### config.mk
export PLATFORM = sky130hd
export DESIGN_NAME = prog_load_ctrl
export DESIGN_NICKNAME = d
export VERILOG_FILES = /design/src/rtl/prog_load_pkg.sv /design/src/rtl/btn_debounce.sv /design/src/rtl/prog_load_ctrl.sv
export SDC_FILE = /design/constraint.sdc
export NUM_CORES = 1
export LEC_CHECK = 0
export CAP_MARGIN = 20
export CORE_ASPECT_RATIO = 1.5
export CORE_MARGIN = 2
export CORE_UTILIZATION = 53
export DETAILED_ROUTE_END_ITERATION = 6
export MAX_ROUTING_LAYER = met4
export PLACE_DENSITY_LB_ADDON = 0.1
export SLEW_MARGIN = 20
export SYNTH_ARGS = -nofsm -noshare
export SYNTH_HDL_FRONTEND = slang
export SYNTH_HIERARCHICAL = 1
export SYNTH_SLANG_ARGS = --single-unit
### constraint.sdc
create_clock -name clk -period 5 [get_ports clk]
set_clock_uncertainty 0.05 [all_clocks]
set_input_delay 0.5 -clock clk [delete_from_list [all_inputs] [get_ports clk]]
set_output_delay 0.5 -clock clk [all_outputs]
set_load 0.03 [all_outputs]
### src/rtl/prog_load_pkg.sv
// Shared types and sizes for the program loader.
// State encoding plus default image geometry.
package prog_load_pkg;

  localparam int WORD_W = 8;
  localparam int DEPTH  = 8;

  typedef enum logic [1:0] {
    ARM,
    LOAD,
    RUN
  } state_t;

endpackage

### src/rtl/btn_debounce.sv
// Button synchronizer and debouncer.
// Emits a debounced level and a one-cycle rise strobe.
module btn_debounce #(
  parameter int DEBOUNCE_CYCLES = 4
) (
  input  logic clk,
  input  logic reset,
  input  logic raw,
  output logic level,
  output logic rise
);

  localparam int CW =
    (DEBOUNCE_CYCLES > 1) ? $clog2(DEBOUNCE_CYCLES) : 1;
  localparam logic [CW-1:0] LAST = CW'(DEBOUNCE_CYCLES - 1);

  logic          sync1;
  logic          sync2;
  logic [CW-1:0] cnt;

  // Two-flop synchronizer for the asynchronous button.
  always_ff @(posedge clk) begin
    if (reset) begin
      sync1 <= 1'b0;
      sync2 <= 1'b0;
    end else begin
      sync1 <= raw;
      sync2 <= sync1;
    end
  end

  // Adopt the new level only after it stays different long enough.
  always_ff @(posedge clk) begin
    if (reset) begin
      cnt   <= '0;
      level <= 1'b0;
      rise  <= 1'b0;
    end else begin
      rise <= 1'b0;
      if (sync2 == level) begin
        cnt <= '0;
      end else if (cnt == LAST) begin
        cnt   <= '0;
        level <= sync2;
        rise  <= sync2;
      end else begin
        cnt <= cnt + 1'b1;
      end
    end
  end

endmodule

### src/rtl/prog_load_ctrl.sv
// Push-button program loader for the core.
// Collects switch words into an image, then releases the CPU.
module prog_load_ctrl #(
  parameter int DEBOUNCE_CYCLES = 4,
  parameter int WORD_W = prog_load_pkg::WORD_W,
  parameter int DEPTH  = prog_load_pkg::DEPTH
) (
  input  logic                       clk,
  input  logic                       reset,
  input  logic [WORD_W-1:0]          input_val,
  input  logic                       but_inp,
  input  logic                       load_mode,
  output logic [WORD_W*DEPTH-1:0]    instr_mem,
  output logic [$clog2(DEPTH+1)-1:0] word_cnt,
  output logic                       wr_pulse,
  output logic                       load_done,
  output logic                       cpu_rst
);

  import prog_load_pkg::*;

  localparam int CNT_W = $clog2(DEPTH + 1);
  localparam int IDX_W = $clog2(DEPTH);
  localparam logic [CNT_W-1:0] FULL = CNT_W'(DEPTH);

  state_t             state;
  state_t             state_n;
  logic               level;
  logic               rise;
  logic               lm_q;
  logic               commit;
  logic [IDX_W-1:0]   slot;

  assign slot = word_cnt[IDX_W-1:0];

  btn_debounce #(
    .DEBOUNCE_CYCLES(DEBOUNCE_CYCLES)
  ) u_deb (
    .clk  (clk),
    .reset(reset),
    .raw  (but_inp),
    .level(level),
    .rise (rise)
  );

  // Next state and write-commit decision.
  always_comb begin
    state_n = state;
    commit  = 1'b0;
    unique case (state)
      ARM: begin
        if (!level) state_n = load_mode ? LOAD : RUN;
      end
      LOAD: begin
        commit = rise && (word_cnt != FULL);
        if (word_cnt == FULL || !load_mode) state_n = RUN;
      end
      RUN: begin
        if (load_mode && !lm_q) state_n = ARM;
      end
      default: state_n = ARM;
    endcase
  end

  // State register with registered CPU control outputs.
  always_ff @(posedge clk) begin
    if (reset) begin
      state     <= ARM;
      lm_q      <= 1'b0;
      load_done <= 1'b0;
      cpu_rst   <= 1'b1;
    end else begin
      state     <= state_n;
      lm_q      <= load_mode;
      load_done <= (state_n == RUN);
      cpu_rst   <= (state_n != RUN);
    end
  end

  // Image register, word counter and write strobe.
  always_ff @(posedge clk) begin
    if (reset) begin
      instr_mem <= '0;
      word_cnt  <= '0;
      wr_pulse  <= 1'b0;
    end else begin
      wr_pulse <= commit;
      if (commit) begin
        instr_mem[slot*WORD_W +: WORD_W] <= input_val;
        word_cnt <= word_cnt + 1'b1;
      end else if (state == RUN && state_n == ARM) begin
        word_cnt <= '0;
      end
    end
  end

endmodule

==> results.txt, run 1 <==
* Measured slew at the worst slew-check pin: 1070 ps
* Type of element capturing the critical path: flip-flop
- Overall routing resource usage: 24.2%
- The die covers just over 7000 sq um.
- After synthesis, flip-flops and latches occupy around 47% of the total area.
- Row generation in the floorplan step produced 35 rows.
- Primary flip-flop cell chosen by synthesis mapping: sky130_fd_sc_hd__dfxtp_1
- Routability cong.: approximately 0.85
- Number of top-level pins: 83
- Number of cells upsized or downsized after cts: 0
* Estimated wirelength of the detail-placed design: 5400 microns
* DIE HEIGHT: 102 microns
- In this run the tightest slew margin relative to its limit is 28.4%.
- Synth area leader: sky130_fd_sc_hd__dfxtp_1
- The number of hold buffers added after CTS was 0.
- Sum of negative setup slack: 0 ps
* Post-detailed-route wirelength per cell: 16.7 microns
* Hold Violations, Final: 0
- STA puts the critical path data required time at between 5000 and 6000 ps.
- The analysis attributes to cell leakage a power of 0.00149 uW.
* Flip-flop and latch count after synthesis: 80
- Setup repair after global routing left no endpoint under its margin.
- Die X-Extent: roughly 70 microns
* Mean post-synth cell area: 10.3 sq um
- Counting along the longest clock path gives a buffer depth of 2.
- Synthesis produced 327 cells.
- The worst setup path is launched from a flip-flop.
* Share of the clock period used by the worst path after layout: between 50% and 60%
* Proportion of power drawn by the clock network: roughly 40%
* Clock sinks: 80
- Area of the core region: about 6200 sq um
- In this run the remaining antenna-violating nets after routing total 0.
* Launch point of the worst reg-to-reg path: word_cnt[0]
- H-tree depth: 3
- The number of pins with negative max-slew slack in the final report came to 0.
- Start point of the worst hold path: u_deb/cnt[0]
- Vias/cell: about 5.5
- Net switching is between 20% and 30% of the power.
* Clock root cell: sky130_fd_sc_hd__clkbuf_8
- After detailed routing, the number of remaining DRC violations is 0.
* Clock buffers created by TritonCTS: 9
* First-pass DRT Iterations: 4
- IO buf count: 82
- The run finished with clean final reports.
* Distinct cells, synth: 40
* Number of DRC markers after the initial detailed-route iteration: between 150 and 200
- Derived from the worst setup path, the maximum achievable clock frequency is 367 MHz.
* Post-CTS clock slew at the launch and capture registers of the worst setup and hold paths: roughly 80 ps
- The number of antenna diodes in the final layout is 0.
- Worst Hold Margin: about 390 ps
* Critical path fanouts, max: 16
- Compared with the post-synthesis result, the final layout area differs by 30.7%.
* Category of the most critical setup path: flip-flop to flip-flop
* Via count: roughly 2600
- Once the floorplan was initialized, standard cells occupied between 50% and 60% of the core.
* Post-Syn Nets: between 300 and 400
- Skew-Pair Late Insertion Delay: ~360 ps
* Worst Path Arrival: between 2000 and 3000 ps
* Number of antenna violations at the first check in global routing: 0
- Min-delay worst type: flip-flop to flip-flop
* Post-synth top area share: around 47%
* Post-route minimum period: about 2700 ps
* Fraction of registers with async set/reset: 0%
- Once the clock tree was built, the setup fixing pass inserted 0 buffers.
- Overall routed net length: roughly 8000 microns
- Summed over all layers, the global routing overflow is 0.
- Counting the fill cells in the layout gives 478.
- Timing startpoint of the critical path: word_cnt[0]
- Per report_power, the combinational group accounts for 4.0% of the total.
- Summing every instance area after synthesis gives between 3000 and 4000 sq um.
- The post-route netlist has ~7.9% of its cells at a drive strength greater than 1.
- Ranking of synthesized cells by area: sky130_fd_sc_hd__dfxtp_1, sky130_fd_sc_hd__mux2i_1, sky130_fd_sc_hd__nand2b_1
- Global-route wire length before repair: ~13000 microns
- Worst ir drop on vdd: 0.000179 V
- P per Cell Area: roughly 260 nW/um^2
* Final net count: 421
- Entering global routing, the biggest net connects 85 pins.
* Internal power of the cells: 890 uW
* Synth warn: 6
* Setup-failing EPs final: 0
* Sw power: 257 uW
- Yosys mapped a number of flops with a built-in enable equal to 0.
* Number of global-route vias before repair: approximately 2500
- TritonCTS built the clock tree.
* Number of max-capacitance violations reported: 0
- Registers are responsible for a little under three fifths of the overall power.
[cells in the final DEF (no fill, tap or decap), types with 2 or more instances in the layout]
master and instances:
sky130_fd_sc_hd__inv_1 4, sky130_fd_sc_hd__nand3_1 26, sky130_fd_sc_hd__o21ai_0 9, sky130_fd_sc_hd__nor4_1 2, sky130_fd_sc_hd__a21oi_1 11, sky130_fd_sc_hd__clkbuf_8 9
sky130_fd_sc_hd__o31ai_1 2, sky130_fd_sc_hd__nor2b_1 4, sky130_fd_sc_hd__nand4b_1 2, sky130_fd_sc_hd__nor2_1 16, sky130_fd_sc_hd__nor3b_1 2, sky130_fd_sc_hd__o21ba_2 2
sky130_fd_sc_hd__nand2_1 13, sky130_fd_sc_hd__ha_1 6, sky130_fd_sc_hd__dfxtp_1 80, sky130_fd_sc_hd__nor3_4 4, sky130_fd_sc_hd__nor4b_4 3, sky130_fd_sc_hd__mux2i_1 57
sky130_fd_sc_hd__clkdlybuf4s50_1 81, sky130_fd_sc_hd__clkinvlp_4 2, sky130_fd_sc_hd__nand2b_1 49
[power groups by stage]
stage	logic, uW	clock network (uW)	registers [uW]
after global placement	45.5	0	658
after detailed placement	45.8	0	658
after global routing	48.8	486	644
after floorplan	19.4	0	661
final	45.9	458	643
after CTS	45.8	463	643
[synth_stat cells, drive strengths merged (2+ instances only)]
cell type,number
ha,6
a21oi,11
nor3,5
nand4b,2
nor3b,2
o21ai,9
nor2b,4
nor4,2
nor2,17
clkbuf,10
o21ba,2
dfxtp,80
nand4,2
buf,8
mux2i,57
nand2,14
o31ai,2
nand3,26
nor4b,4
inv,4
nand2b,49
[critical path: stages (launching register included)]
cell and delay (ps):
sky130_fd_sc_hd__dfxtp_1 600, sky130_fd_sc_hd__inv_1 210, sky130_fd_sc_hd__ha_1 400, sky130_fd_sc_hd__inv_1 100, sky130_fd_sc_hd__nor2_1 830, sky130_fd_sc_hd__nand3_1 260
sky130_fd_sc_hd__mux2i_1 210
[layout make-up]
cell class	instances	area (sq um)	share of cell area [%]
flip-flops and latches	80	1600	36.2
inverters	4	15.0	0.340
clock inverters	5	58.8	1.33
well taps	74	92.6	2.09
repair buffers	83	823	18.6
multi-input cells	225	1700	38.5
clock buffers	10	128	2.89
[logic make-up (layout without fill, tap and decap cells)]
| kind of cell | after synthesis | in the layout | share of synthesized area [%] |
|---|---|---|---|
| AOI/OAI and AO/OA | 27 | 27 | 4.81 |
| DFF | 80 | 80 | 47.4 |
| adders and majority gates | 6 | 6 | 2.22 |
| and+or+nand+nor | 133 | 133 | 24.9 |
| buffers and inverters | 22 | 102 | 3.26 |
| xor gates and xnor gates | 1 | 1 | 0.259 |
| muxes | 58 | 58 | 17.2 |
[layer usage]
metal / wire (microns) / global-route usage, %
met1: 3380 / 28.8
met5: 0 / -
met4: 149 / 11.0
met3: 381 / 4.64
met2: 4120 / 40.0
[sequential cells by signal, indices dropped and copies added, names as in the netlist, 2 cells and up]
register / cells
u_deb/cnt: 2
state: 2
word_cnt: 4
instr_mem: 64
[final timing paths]
path                            cells after the start            end  slack (ps)
worst max register to register                      6  instr_mem[11]        2270
worst max-delay path                                6  instr_mem[11]        2270
worst min register to register                      1   u_deb/cnt[0]         390
worst min-delay path                                1   u_deb/cnt[0]         390
[through the flow]
step	instances	power [uW]	setup WS, ps	util [%]	area (sq um)
floorplan	327	680	2520	-	3380
global placement	466	704	2220	68.2	4210
detailed placement	466	704	2050	68.2	4210
CTS	481	1150	1960	71.2	4400
global route	481	1180	2050	71.6	4420
finish	481	1150	2270	71.6	4420
No activity file was read; power rests on OpenSTA's default activity.
==> run 2: changes to the inputs <==
--- a/config.mk
+++ b/config.mk
@@ -8,7 +8,7 @@
 export CAP_MARGIN = 20
 export CORE_ASPECT_RATIO = 1.5
 export CORE_MARGIN = 2
-export CORE_UTILIZATION = 53
+export CORE_UTILIZATION = 44
 export DETAILED_ROUTE_END_ITERATION = 6
 export MAX_ROUTING_LAYER = met4
 export PLACE_DENSITY_LB_ADDON = 0.1
==> constraint.sdc (replaced) <==
create_clock -name clk -period 2.3 [get_ports clk]
set_clock_uncertainty 0.05 [all_clocks]
set_input_delay 0.23 -clock clk [delete_from_list [all_inputs] [get_ports clk]]
set_output_delay 0.23 -clock clk [all_outputs]
set_load 0.03 [all_outputs]
==> run 2 against run 1 <==
Compared with the run above: setup slack got worse by 2100 ps; global-route usage is 3.0 points lower; non-clock buffer count grew 16; utilization decreased by 9.7 points.
==> results.txt, run 2 (synthesis gave the netlist of run 1 again) <==
- In this run the horizontal extent of the chip is ~76 microns.
* Type of element capturing the critical path: flip-flop
- Sequential power share: approximately half
* Placed cell area: roughly 4400 sq um
* Overall routing resource usage: between 20% and 30%
* Worst ir drop on vdd: around 0.00044 V
* Post-CTS clock slew at the launch and capture registers of the worst setup and hold paths: around 60 ps
- With fillers left out, the area of the finished cells amounts to ~4700 sq um.
* Final net count: around 440
* CTS tree: done
- In the final routed layout, each cell accounts on average for 15.6 microns.
- Skew-Pair Late Insertion Delay: ~330 ps
- The number of pins with negative max-slew slack in the final report is 0.
* Largest register by flop count: instr_mem
* Clock buffers created by TritonCTS: 9
* Worst Hold Margin: roughly 380 ps
* Category of the most critical setup path: flip-flop to flip-flop
- The library cell used most frequently in the layout, excluding fill and tap cells, is sky130_fd_sc_hd__clkdlybuf4s50_1.
- Setup-failing EPs final: 0
- Along the worst path, the maximum fanout reaches 9.
- The completed layout was analyzed and its total power is between 2000 and 3000 uW.
- In this run the remaining antenna-violating nets after routing total 0.
- End of the worst register-to-register path: instr_mem[42]
- Start point of the worst hold path: reset
- Proportion of total power due to net switching: around a fifth
- Share of the clock period used by the worst path after layout: 91.4%
- After global routing the overflow that remains totals 0.
* Top library cells by usage in the layout, fill and taps aside: sky130_fd_sc_hd__clkdlybuf4s50_1, sky130_fd_sc_hd__dfxtp_1, sky130_fd_sc_hd__mux2i_1
* First-pass DRT Iterations: 4
* Number of cells on the worst hold path: 3
- Data on the critical path is required at its endpoint by 2510 ps.
* Largest registers ranked by flip-flop count: instr_mem x64, word_cnt x4
- The number of buffers and inverters on the critical path is 3.
- The flow ran to the end, and the final reports show no timing, DRC or antenna violations.
* Number of max-capacitance violations reported: 0
- Cells with a size suffix above 1 make up a little under an eighth of the layout.
- Setup repair after global routing left no endpoint under its margin.
* Via count: 2651
- Pin placement for this block handled 83 I/O pins.
* Launch point of the worst reg-to-reg path: word_cnt[1]
* Estimated wirelength of the detail-placed design: ~5800 microns
- Cell Chain, Critical Path: inv_1 > ha_1 > ha_1 > buf_4 > nor4b_2 > buf_4 > mux2i_1
- Maximum number of pins on one net before global-route repair: 28
- The share of total power dissipated in the clock network is 47.4%.
- Number of global-route vias before repair: 2606
- Die outline area: approximately 8400 sq um
- Worst Path Arrival: ~2300 ps
* Measured slew at the worst slew-check pin: 612 ps
- Overall routed net length: 8210 microns
* Worst path top cell family by delay: adder cells
- Core Rows: 39
- Setup total negative slack on the finished layout was measured at 0 ps.
* Slowest-stage cell, CP: sky130_fd_sc_hd__dfxtp_4
- Combinational cells account for 3.6% of the total power.
- The first global-routing pass estimated about 13000 microns of wire.
* IO buf count: 82
- The worst register-to-register path has a depth of 7.
- In this design, the stage delay of the slowest critical-path cell is 400 ps.
* Register-to-register path setup slack: 200 ps
* Setup fix buffers added after clock tree synthesis: 0
- Sw power: roughly 580 uW
- The congestion estimate from routability-driven global placement came to 0.826.
* Number of antenna violations at the first check in global routing: 0
- Hold Violations, Final: 0
* Relative slew slack: 59.1%
* DIE HEIGHT: 111 microns
* Number of DRC markers after the initial detailed-route iteration: between 150 and 200
- Clock root cell: sky130_fd_sc_hd__clkbuf_16
* Effective utilization at floorplan: 45.0%
* Area growth, synth to finish: 37.7%
- For this design the static power due to leakage is ~0.0016 uW.
* WHS Endpoint: instr_mem[19]
* Area of the core region: roughly 7500 sq um
- Vias/cell: approximately 5.0
- Clock sinks: 80
- In the routed design, unresolved DRC markers number 0.
* Max reg flops: between 60 and 70
* P per Cell Area: around 600 nW/um^2
* Diode insertion count for antenna repair: 0
* Number of buffers between clock root and the deepest sink: 2
- CTS built an H-tree with a depth of 3.
- Cell internal power was estimated by the tool at 2280 uW.
- The tightest min-delay check is of the input port to flip-flop type.
* Startpoint kind of the worst setup timing path: flip-flop
- Post-route minimum period: approximately 2100 ps
- Based on the critical path, the design can be clocked at up to about 480 MHz.
==> run 2: what timing repair did <==
item,in CTS,in global routing
resized for setup,0,1
endpoints found under the setup margin,0,1
hold buffers,0,0
==> run 2: worst max-delay path by stage <==
stage                 from            end  slack [ps]  cells past startpoint
2_1_floorplan  word_cnt[0]  instr_mem[16]          10                      8
3_3_place_gp   word_cnt[1]  instr_mem[45]         260                      7
3_5_place_dp   word_cnt[1]  instr_mem[40]         170                      7
4_1_cts        word_cnt[1]  instr_mem[42]         140                      7
5_1_grt        word_cnt[1]  instr_mem[42]          40                      7
6_report       word_cnt[1]  instr_mem[42]         200                      7
==> run 2: power groups by stage <==
stage	Clock, uW	Sequential (uW)	Combinational, uW
after floorplan	0	1440	42.3
after global placement	0	1430	102
after detailed placement	0	1430	103
after CTS	1390	1400	104
after global routing	1460	1400	109
final	1360	1400	103
==> run 2: per-layer routing <==
layer  up-vias  track usage, %  part of all wire [%]
met5         -               -                     0
met4         0            8.19                   2.2
met3        15            4.80                   5.2
met2        78            32.6                    50
met1      1245            26.8                    43
li1       1313               -                     -
==> run 2: worst min-delay path, cell delays in order <==
cell and delay (ps):
sky130_fd_sc_hd__buf_2 270, sky130_fd_sc_hd__nand2b_1 150, sky130_fd_sc_hd__mux2i_1 60
==> run 2: final cells by class <==
cell class	count	area [sq um]
multi-input combinational	225	1680
clock inverter	4	45.0
timing repair buffer	99	943
tap	102	128
clock buffer	12	236
inverter	4	15.0
fill	666	2860
sequential	80	1610
==> run 2: through the flow <==
step	cells	utilization, %	worst slack, ps
final	526	62.0	199
after global routing	526	62.0	42.5
after CTS	526	61.9	144
after detailed placement	510	58.2	167
after global placement	510	58.2	262
after floorplan	327	-	14.1
==> run 3: changes to the inputs <==
==> constraint.sdc (replaced) <==
create_clock -name clk -period 1.81 [get_ports clk]
set_clock_uncertainty 0.05 [all_clocks]
set_input_delay 0.181 -clock clk [delete_from_list [all_inputs] [get_ports clk]]
set_output_delay 0.181 -clock clk [all_outputs]
set_load 0.03 [all_outputs]
==> run 3 against run 2 <==
Compared with the run above: via count up 2.8%; final area up 4.7%; critical path type is now flip-flop to output port; sequential share of layout area down 1.5 points; die area unchanged; register-to-register slack worse by 160 ps; largest cell class unchanged; setup slack worse by 170 ps.
==> results.txt, run 3 (synthesis gave the netlist of run 1 again) <==
- The worst setup path is launched from a flip-flop.
- At the end of routability-driven placement, the weighted congestion stood at just under 0.9.
- Per report_power, the sequential group accounts for between 50% and 60% of the total.
- Critical Path RT: roughly 1600 ps
- The register with the most flip-flops in the layout has 64 of them.
- Most frequent standard cell in the layout excluding fill and tap cells: sky130_fd_sc_hd__clkdlybuf4s50_1
* Setup repair after global routing missed its margin: yes
- Measured against its own limit, the worst slew margin works out to between 60 and 70%.
- Register-to-register path setup slack: approximately 40 ps
- Clock sinks: 80
- Setup slack closes at between 20 and 25 ps.
- Final net count: ~450
- Entering global routing, the biggest net connects 57 pins.
- Leaving out fill and tap cells, the most frequent cells in the layout are sky130_fd_sc_hd__clkdlybuf4s50_1, sky130_fd_sc_hd__dfxtp_1, sky130_fd_sc_hd__mux2i_1.
- Die outline area: roughly 8400 sq um
- The via count of the first global-routing pass is 2634.
- For this design the static power due to leakage is ~0.0017 uW.
- Cell Chain, Critical Path: buf_4 > clkdlybuf4s50_1
- The tightest min-delay check is of the input port to flip-flop type.
- The floorplan has 39 rows.
* Number of DRC markers after the initial detailed-route iteration: between 150 and 200
- The slowest stage of the critical path is the sky130_fd_sc_hd__clkdlybuf4s50_1 cell.
- Effective utilization at floorplan: a little under half
- The finished cells cover 4870 sq um.
- The H-tree generated during clock tree synthesis spans 3 levels.
- Net switching is between 20% and 30% of the power.
- Diode insertion count for antenna repair: 0
- For the worst-skew pair, the clock arrives at the later sink with an insertion delay of roughly 330 ps.
* Global-route wire length before repair: about 13000 microns
- Clock root cell: sky130_fd_sc_hd__clkbuf_16
- Delay contributed by the slowest stage of the critical path: 690 ps
* Worst path top cell family by delay: buffers and inverters
- The worst register-to-register path begins at word_cnt[0].
* Proportion of power drawn by the clock network: 46.3%
- The floorplan step set the die height to roughly 110 microns.
- The worst setup path is captured at an output port.
* Worst Path Arrival: between 1500 and 2000 ps
* Post-route minimum period: 1790 ps
* Largest registers ranked by flip-flop count: instr_mem x64, word_cnt x4
- Max Freq: roughly 560 MHz
- Number of antenna violations at the first check in global routing: 0
* CTS tree: done
- Post-CTS clock slew at the launch and capture registers of the worst setup and hold paths: around 60 ps
* Number of pins exceeding their max-slew limit in the final report: 0
* Worst ir drop on vdd: between 0.0006 and 0.0007 V
- Cells fill between 60% and 70% of the core in the end.
- Across the run, the number of max-cap violations was 0.
- Run status: completed
* Overall routed net length: around 8500 microns
* Setup slack after placement: around 13 ps
- ANT nets after route: 0
- Global routing used between 20% and 30% of the available tracks.
- Detailed placement ended at an HPWL of about 6000 microns.
* Share of the clock period used by the worst path after layout: 98.7%
* GRT overflow: 0
- At the pin with the least slew margin, the transition time is between 500 and 600 ps.
- Internal power comes to roughly 2800 uW.
- Via count: roughly 2700
- Path depth of the worst reg2reg path: 7
* WP buf/inv: 2
- The register with the most flip-flops in the final layout is instr_mem.
- Number of top-level pins: 83
- The worst register-to-register path ends at instr_mem[62].
* IO buf count: 82
* WHS Endpoint: instr_mem[27]
* P per Cell Area: around 730 nW/um^2
* Post-route DRC: 0
* Hold Violations, Final: 0
- The clock passes through at most 2 buffers.
- Sw power: around 730 uW
- The worst hold path was traced through 4 stages.
* Combinational share of power: ~3.7%
* Category of the most critical setup path: flip-flop to output port
- Post-detailed-route wirelength per cell: roughly 16 microns
- Of the cells placed in the final design, the portion with a size suffix greater than 1 is between 10% and 20%.
- The pre-antenna-repair detailed-routing pass consisted of 4 iterations.
- Placed cell area: roughly 4500 sq um
- The area growth from synthesis to layout is 44.1%.
- In this run the standard cell core region covers 7510 sq um.
- Critical path fanouts, max: 8
* Setup-failing EPs final: 0
* Die X-Extent: about 76 microns
- The startpoint identified for the worst hold timing path is reset.
- Clock buffers created by TritonCTS: 9
* Vias/cell: ~5.1
-- run 3: cell types whose count changed in the layout (fill, tap and decap cells not counted), moves of 3 or more --
cell,previous run,this run
sky130_fd_sc_hd__buf_4,17,20
sky130_fd_sc_hd__buf_6,0,5
sky130_fd_sc_hd__nand2_1,13,10
sky130_fd_sc_hd__nor4b_4,0,3
sky130_fd_sc_hd__buf_12,0,3
sky130_fd_sc_hd__nor4b_2,4,1
-- run 3: cell type report --
type | instances | area (sq um)
well taps | 102 | 128
fillers | 643 | 2640
clock inverters | 1 | 5.00
flip-flops and latches | 80 | 1610
clock buffers | 13 | 260
repair buffers | 110 | 1080
inverters | 4 | 22.5
multi-input cells | 225 | 1770
-- run 3: power by group through the flow --
stage | Sequential (uW) | Combinational (uW) | Clock, uW
after floorplan | 1820 | 53.7 | 0
after global routing | 1780 | 140 | 1740
after detailed placement | 1810 | 132 | 0
after global placement | 1810 | 131 | 0
after CTS | 1780 | 133 | 1670
final | 1780 | 132 | 1640
-- run 3: how the worst max path moves through the flow --
stage,startpoint,end,slack [ps],depth (start not counted)
final,word_cnt[1],word_cnt[1],20,2
after floorplan,word_cnt[0],instr_mem[16],-110,8
after global placement,word_cnt[1],instr_mem[6],100,7
after global routing,word_cnt[1],instr_mem[62],-60,7
after detailed placement,word_cnt[1],instr_mem[39],10,6
after CTS,word_cnt[1],instr_mem[5],20,7
-- run 3: worst min-delay path: cells and delay by family --
kind,cells,cell delay [ps]
AND/OR/NAND/NOR,2,170
buffers and inverters,1,130
multiplexers,1,70
-- run 3: repair_timing --
item                                   4_1_cts  5_1_grt
pin swaps                                    0       10
endpoints found under the hold margin        0        0
setup endpoints to repair                    2       33
buffers inserted                             0        8
resized for setup                            2       17
hold buffers                                 0        0
-- run 3: per-layer routing --
layer  GRT usage [%]  wire [microns]  share of wire [%]
met1            26.5            3660                 43
met2            33.6            4300                 50
met3            2.71             323                3.8
met4            9.47             232                2.7
met5               -               0                  0
-- run 3: through the flow --
step                hold slack, ps  instances  power, uW  setup TNS [ps]
floorplan                      203        327       1880           -4550
global placement               365        513       1950               0
detailed placement             382        513       1950               0
CTS                            212        527       3580               0
global route                   255        535       3660            -717
finish                         218        535       3550               0
